$ cat src/rtl/tetris_pkg.sv
// Shared types and constants for the single-cell falling-block game engine.
package tetris_pkg;

  localparam int ROWS = 16;
  localparam int COLS = 16;

  typedef logic [COLS-1:0] row_t;

  typedef enum logic [2:0] {
    IDLE       = 3'd0,
    CLEARFIELD = 3'd1,
    SPAWN      = 3'd2,
    FALL       = 3'd3,
    LOCK       = 3'd4,
    CHECK      = 3'd5,
    GAMEOVER   = 3'd6
  } state_t;

  localparam logic [1:0] PIX_EMPTY  = 2'd0;
  localparam logic [1:0] PIX_GHOST  = 2'd1;
  localparam logic [1:0] PIX_LOCKED = 2'd2;
  localparam logic [1:0] PIX_ACTIVE = 2'd3;

endpackage

$ cat src/rtl/tetris_drop_engine_fall_tick_gen.sv
// Gravity divider: counts 0..FALL_DIV-1 while enabled, ticks for one cycle on wrap.
module fall_tick_gen #(
  parameter int unsigned FALL_DIV = 800000
) (
  input  logic clk,
  input  logic rst_n,
  input  logic restart,
  input  logic en,
  output logic tick
);

  localparam int unsigned CW = (FALL_DIV > 1) ? $clog2(FALL_DIV) : 1;
  localparam logic [CW-1:0] LAST = CW'(FALL_DIV - 1);

  logic [CW-1:0] cnt_q, cnt_d;

  always_comb begin
    cnt_d = cnt_q;
    tick  = 1'b0;
    if (restart) begin
      cnt_d = '0;
    end else if (en) begin
      if (cnt_q == LAST) begin
        cnt_d = '0;
        tick  = 1'b1;
      end else begin
        cnt_d = cnt_q + 1'b1;
      end
    end
  end

  always_ff @(posedge clk or negedge rst_n) begin
    if (!rst_n) cnt_q <= '0;
    else        cnt_q <= cnt_d;
  end

endmodule

$ cat src/rtl/tetris_drop_engine.sv
// 16x16 playfield with one falling cell: gravity, moves, hard drop, lock,
// row clear, game over, plus a registered pixel port for the matrix scanner.
module tetris_drop_engine
  import tetris_pkg::*;
#(
  parameter int unsigned FALL_DIV  = 800000,
  parameter logic [3:0]  SPAWN_COL = 4'd7
) (
  input  logic       clk,
  input  logic       rst_n,
  input  logic       start,
  input  logic       btn_left,
  input  logic       btn_right,
  input  logic       btn_drop,
  input  logic [3:0] rd_row,
  input  logic [3:0] rd_col,
  output logic [1:0] rd_pix,
  output logic       game_over,
  output logic [7:0] lines,
  output logic       busy
);

  state_t     state_q, state_d;
  row_t       field_q [ROWS];
  row_t       field_d [ROWS];
  row_t       shifted [ROWS];
  logic [3:0] bx_q, bx_d, by_q, by_d, r_q, r_d;
  logic       drop_q, drop_d;
  logic [7:0] lines_q, lines_d;
  logic [1:0] rd_pix_q, rd_pix_d;
  logic       tick, restart, fall_step;

  fall_tick_gen #(.FALL_DIV(FALL_DIV)) u_tick (
    .clk     (clk),
    .rst_n   (rst_n),
    .restart (restart),
    .en      (state_q == FALL),
    .tick    (tick)
  );

  // Field as it looks after removing row r_q: everything above moves down one.
  genvar gi;
  generate
    for (gi = 0; gi < ROWS; gi++) begin : g_shift
      if (gi == ROWS - 1) begin : g_top
        assign shifted[gi] = '0;
      end else begin : g_body
        assign shifted[gi] = (4'(gi) >= r_q) ? field_q[gi+1] : field_q[gi];
      end
    end
  endgenerate

  assign fall_step = tick || drop_q;

  always_comb begin
    state_d = state_q;
    field_d = field_q;
    bx_d    = bx_q;
    by_d    = by_q;
    r_d     = r_q;
    drop_d  = drop_q;
    lines_d = lines_q;
    restart = 1'b0;
    case (state_q)
      IDLE: if (start) state_d = CLEARFIELD;
      CLEARFIELD: begin
        for (int i = 0; i < ROWS; i++) field_d[i] = '0;
        lines_d = '0;
        state_d = SPAWN;
      end
      SPAWN: begin
        if (field_q[ROWS-1][SPAWN_COL]) begin
          state_d = GAMEOVER;
        end else begin
          bx_d    = SPAWN_COL;
          by_d    = 4'd15;
          drop_d  = 1'b0;
          restart = 1'b1;
          state_d = FALL;
        end
      end
      FALL: begin
        if (btn_drop) drop_d = 1'b1;
        if (fall_step) begin
          if (by_q == 4'd0 || field_q[by_q - 4'd1][bx_q]) state_d = LOCK;
          else                                             by_d = by_q - 4'd1;
        end else if (!drop_q && (btn_left != btn_right)) begin
          if (btn_left && bx_q != 4'd0 && !field_q[by_q][bx_q - 4'd1])
            bx_d = bx_q - 4'd1;
          else if (btn_right && bx_q != 4'd15 && !field_q[by_q][bx_q + 4'd1])
            bx_d = bx_q + 4'd1;
        end
      end
      LOCK: begin
        field_d[by_q][bx_q] = 1'b1;
        r_d     = 4'd0;
        state_d = CHECK;
      end
      CHECK: begin
        // A full row is removed and the same index re-examined next cycle.
        if (&field_q[r_q]) begin
          field_d = shifted;
          lines_d = lines_q + 8'd1;
        end else if (r_q == 4'd15) begin
          state_d = SPAWN;
        end else begin
          r_d = r_q + 4'd1;
        end
      end
      GAMEOVER: if (start) state_d = CLEARFIELD;
      default: state_d = IDLE;
    endcase
  end

  always_comb begin
    rd_pix_d = PIX_EMPTY;
    if (state_q == FALL && rd_row == by_q && rd_col == bx_q)
      rd_pix_d = PIX_ACTIVE;
    else if (field_q[rd_row][rd_col])
      rd_pix_d = (state_q == GAMEOVER) ? PIX_GHOST : PIX_LOCKED;
  end

  always_ff @(posedge clk or negedge rst_n) begin
    if (!rst_n) begin
      state_q  <= IDLE;
      for (int i = 0; i < ROWS; i++) field_q[i] <= '0;
      bx_q     <= '0;
      by_q     <= '0;
      r_q      <= '0;
      drop_q   <= 1'b0;
      lines_q  <= '0;
      rd_pix_q <= PIX_EMPTY;
    end else begin
      state_q  <= state_d;
      field_q  <= field_d;
      bx_q     <= bx_d;
      by_q     <= by_d;
      r_q      <= r_d;
      drop_q   <= drop_d;
      lines_q  <= lines_d;
      rd_pix_q <= rd_pix_d;
    end
  end

  assign rd_pix    = rd_pix_q;
  assign game_over = (state_q == GAMEOVER);
  assign busy      = (state_q == LOCK) || (state_q == CHECK);
  assign lines     = lines_q;

endmodule

$ cat config.mk
export PLATFORM = sky130hd
export DESIGN_NAME = tetris_drop_engine
export DESIGN_NICKNAME = d
export VERILOG_FILES = /design/src/rtl/tetris_pkg.sv /design/src/rtl/tetris_drop_engine_fall_tick_gen.sv /design/src/rtl/tetris_drop_engine.sv
export SDC_FILE = /design/constraint.sdc
export NUM_CORES = 1
export LEC_CHECK = 0
export BUFFER_PORTS_ARGS = -buffer_cell sky130_fd_sc_hd__clkbuf_2
export CORE_ASPECT_RATIO = 0.8
export CORE_MARGIN = 2
export CORE_UTILIZATION = 40
export DETAILED_ROUTE_END_ITERATION = 6
export GPL_ROUTABILITY_DRIVEN = 0
export PLACE_DENSITY_LB_ADDON = 0.1
export SLEW_MARGIN = 20
export SYNTH_ARGS = -nofsm -noshare
export SYNTH_HDL_FRONTEND = slang
export SYNTH_SLANG_ARGS = --single-unit
$ cat constraint.sdc
create_clock -name clk -period 11.75 [get_ports clk]
set_clock_uncertainty 0.15 [all_clocks]
set_input_delay 0.5875 -clock clk [delete_from_list [all_inputs] [get_ports clk]]
set_output_delay 0.5875 -clock clk [all_outputs]
set_load 0.02 [all_outputs]
==> impl_metrics.py <==
metrics = {
    "power_and_ir_drop": {
        "p_clk_share_pct": 25.1,
        "peakVddDrop_mv": 0.1206,
        "power_frac_seq_pct": 28.6,
        "p_int_mw": 2.383,
        "power.density_mw_per_mm2": 192.3,
        "combPwrFrac_pct": 46.4,
        "p_sw_mw": 2.186,
        "switching_share_pct": 47.85,
        "p_leak_nw": 8.878,
    },
    "clock_network": {
        "numCtsBuffers": 35,
        "path_clk_slew_ns": 0.07,
        "clock_latency_ns": 0.56,
        "h-tree-depth": 2,
        "cts.sinks": 302,
        "cts_resized": 0,
        "cts_buffer_depth": 3,
        "cts_root_buffer": "clkbuf_16",
        "cts_tree": "built",
    },
    "yosys": {
        "netlist_area_mm2": 0.02205,
        "synth.largest_area_cell": "dfrtp_1",
        "synth_nets": 2402,
        "synth_most_common_cell": "a21oi_1",
        "synth.top_cell.area_share_pct": 34.27,
        "syn_avg_cell_area_um2": 9.292,
        "synthFlopType": "dfrtp_1",
        "syn_inst": 2373,
        "ys_ff_latch": 302,
        "yosys_warnings": 0,
        "synthDistinctLibCells": 77,
        "async_flop_share_pct": 100.0,
        "synth-edff-count": 0,
        "synth_common_cells": "a21oi_1, nand2_1, dfrtp_1",
        "synth_seq_area_share_pct": 34.27,
        "yosys-top-cells-area": "dfrtp_1, mux4_2, a21oi_1, o21ai_0, nand2_1",
    },
    "floorplanning": {
        "start_util_pct": 40.68,
        "die-width_um": 266.5,
        "fp.dieH_um": 214,
        "std_cell_rows": 76,
        "die_area_mm2": 0.05703,
        "core_mm2": 0.05420,
        "ios": 26,
    },
    "global_routing": {
        "grt_max_degree": 153,
        "antenna_found_initial": 4,
        "grt.overflow.total": 0,
        "grt_usage_pct": 35.24,
        "grt_pass1_vias": 20430,
        "grt_pass1_wl_mm": 147.2,
    },
    "worst_setup_path": {
        "worstRegToRegCells": 13,
        "r2r_end": "by_q[1]",
        "arrival_ns": 5.65,
        "critPathCaptureType": "flop",
        "worstSetupStartpoint": "by_q[1]",
        "critPathKind": "flop to flop",
        "worstReg2RegStart": "by_q[1]",
        "required_ns": 12.03,
        "r2r_slack_ns": 6.37,
        "cp-start-kind": "flop",
        "path_max_fanout": 48,
    },
    "final_layout": {
        "layout-drive-gt1-share_pct": 15.82,
        "area_growth_pct": 7.757,
        "layout.nets": 2315,
    },
    "flow_run": {
        "max_cap_viol_count": 0,
    },
    "timing": {
        "fin_hold_ws_ns": 0.1232,
        "fin_crit_ns": 5.377,
        "max_freq_ghz": 0.1860,
        "finalSetupViolCount": 0,
        "grt_setup_unrepaired": "no",
        "hold_violations": 0,
        "slew_violations": 0,
        "worst_slew_pin_slew_ns": 1.255,
        "finalCritPeriodShare_pct": 45.76,
        "max-slew-margin-rel_pct": 16.10,
        "tns_ns": 0,
    },
    "detailed_routing": {
        "firstDrtPassIters": 6,
        "ant_nets": 0,
        "drc": 0,
        "post_drt_wl_per_cell_um": 33.92,
        "wl_mm": 102.1,
        "drt-initial-drc-count": 3798,
        "vias": 22070,
        "vias_per_cell": 7.330,
    },
    "worst_hold_path": {
        "hold_path_startpoint": "btn_drop",
        "holdPathEnd": "drop_q",
        "hold_class": "input port to flop",
        "hold-path-cell-count": 2,
    },
    "outcome": {
        "status": "finished clean",
    },
    "place": {
        "portBuffers": 25,
        "dp_hpwl_mm": 70.07,
    },
}
## worst max-delay path by stage
stage	depth (start not counted)	end
2_1_floorplan	17	by_q[3]
3_3_place_gp	13	by_q[1]
3_5_place_dp	12	by_q[1]
4_1_cts	12	by_q[1]
5_1_grt	12	by_q[3]
6_report	13	by_q[1]
## placed cells by master (no fill, tap or decap), drive strengths merged, types with 5 or more instances in the layout
cell type	instances
xor2	17
and3	7
a31oi	24
o221ai	5
mux2	5
nand4b	9
clkbuf	76
nor2b	10
mux4	203
dfrtp	302
nor3	29
a21oi	496
nor4	10
ha	15
nand2b	6
o22ai	31
nand3	32
o21ai	276
xnor2	14
a22o	9
nand2	330
a211oi	9
inv	15
and2	14
nand4	56
nor2	120
mux2i	68
buf	49
## through the flow
step                      worst slack (ns)  utilization (%)  power (mW)  instance area, um2  cells
after floorplan                      7.292                -       2.663               22050   2373
after global placement               6.501            41.60       3.311               22550   2950
after detailed placement             6.444            41.63       3.333               22560   2950
after CTS                            6.441            43.79       4.477               23740   3009
after global routing                 6.125            43.83       4.708               23760   3009
final                                6.373            43.84       4.569               23760   3011
## registers in the layout (all words and copies together) (netlist names)
register / count
drop_q: 1
u_tick.cnt_q: 20
state_q: 3
by_q: 4
rd_pix: 2
r_q: 4
field_q: 256
bx_q: 4
lines: 8
## kinds of logic (layout without fill, tap and decap cells)
logic type	count (synthesis)	after routing	synth area share (%)
XOR/XNOR	31	31	1.265
flip-flops	302	302	34.27
multiplexers	276	276	24.08
other	0	2	0
adder cells (fa/ha/maj)	15	15	0.8512
buffers and inverters	213	147	4.466
AO/OA/AOI/OAI	890	890	21.74
AND/OR/NAND/NOR	646	646	13.32
## routing by layer
metal	routed length, um	vias to the layer above	track usage [%]
met5	106	-	1.098
met4	4859	6	14.74
met3	15330	319	13.06
met2	41430	1800	47.33
met1	40400	11140	50.46
li1	-	8809	-
## power by group through the flow
stage / clock [mW] / combinational (mW) / sequential (mW)
finish: 1.14 / 2.12 / 1.30
global route: 1.20 / 2.20 / 1.31
CTS: 1.16 / 2.03 / 1.29
detailed placement: 0 / 2.03 / 1.31
global placement: 0 / 2.01 / 1.31
floorplan: 0 / 1.48 / 1.18
## cell type report
cell class,count,area [um2]
inverters,17,63.81
clock inverters,4,72.57
clock buffers,54,1090
diodes,2,5.005
repair buffers,72,508.0
multi-input cells,1858,13580
fillers,5267,30440
well taps,702,878.3
flip-flops and latches,302,7562
## critical path, cell delays in order (launching register included)
cell     delay [ns]
dfrtp_2        0.34
buf_4          0.60
inv_1          0.26
ha_4           0.55
buf_4          0.64
mux4_2         0.59
mux4_2         0.48
mux4_2         0.48
o22ai_1        0.20
nor3_1         0.13
nor4_4         0.36
o22ai_2        0.24
nor2_1         0.16
a21oi_1        0.05
## what timing repair did
item                      in CTS  in global routing
hold buffers                   1                  0
hold endpoints to repair      78                  0
buffers inserted               0                  0
Note: power is estimated with default switching activity, not from simulation.
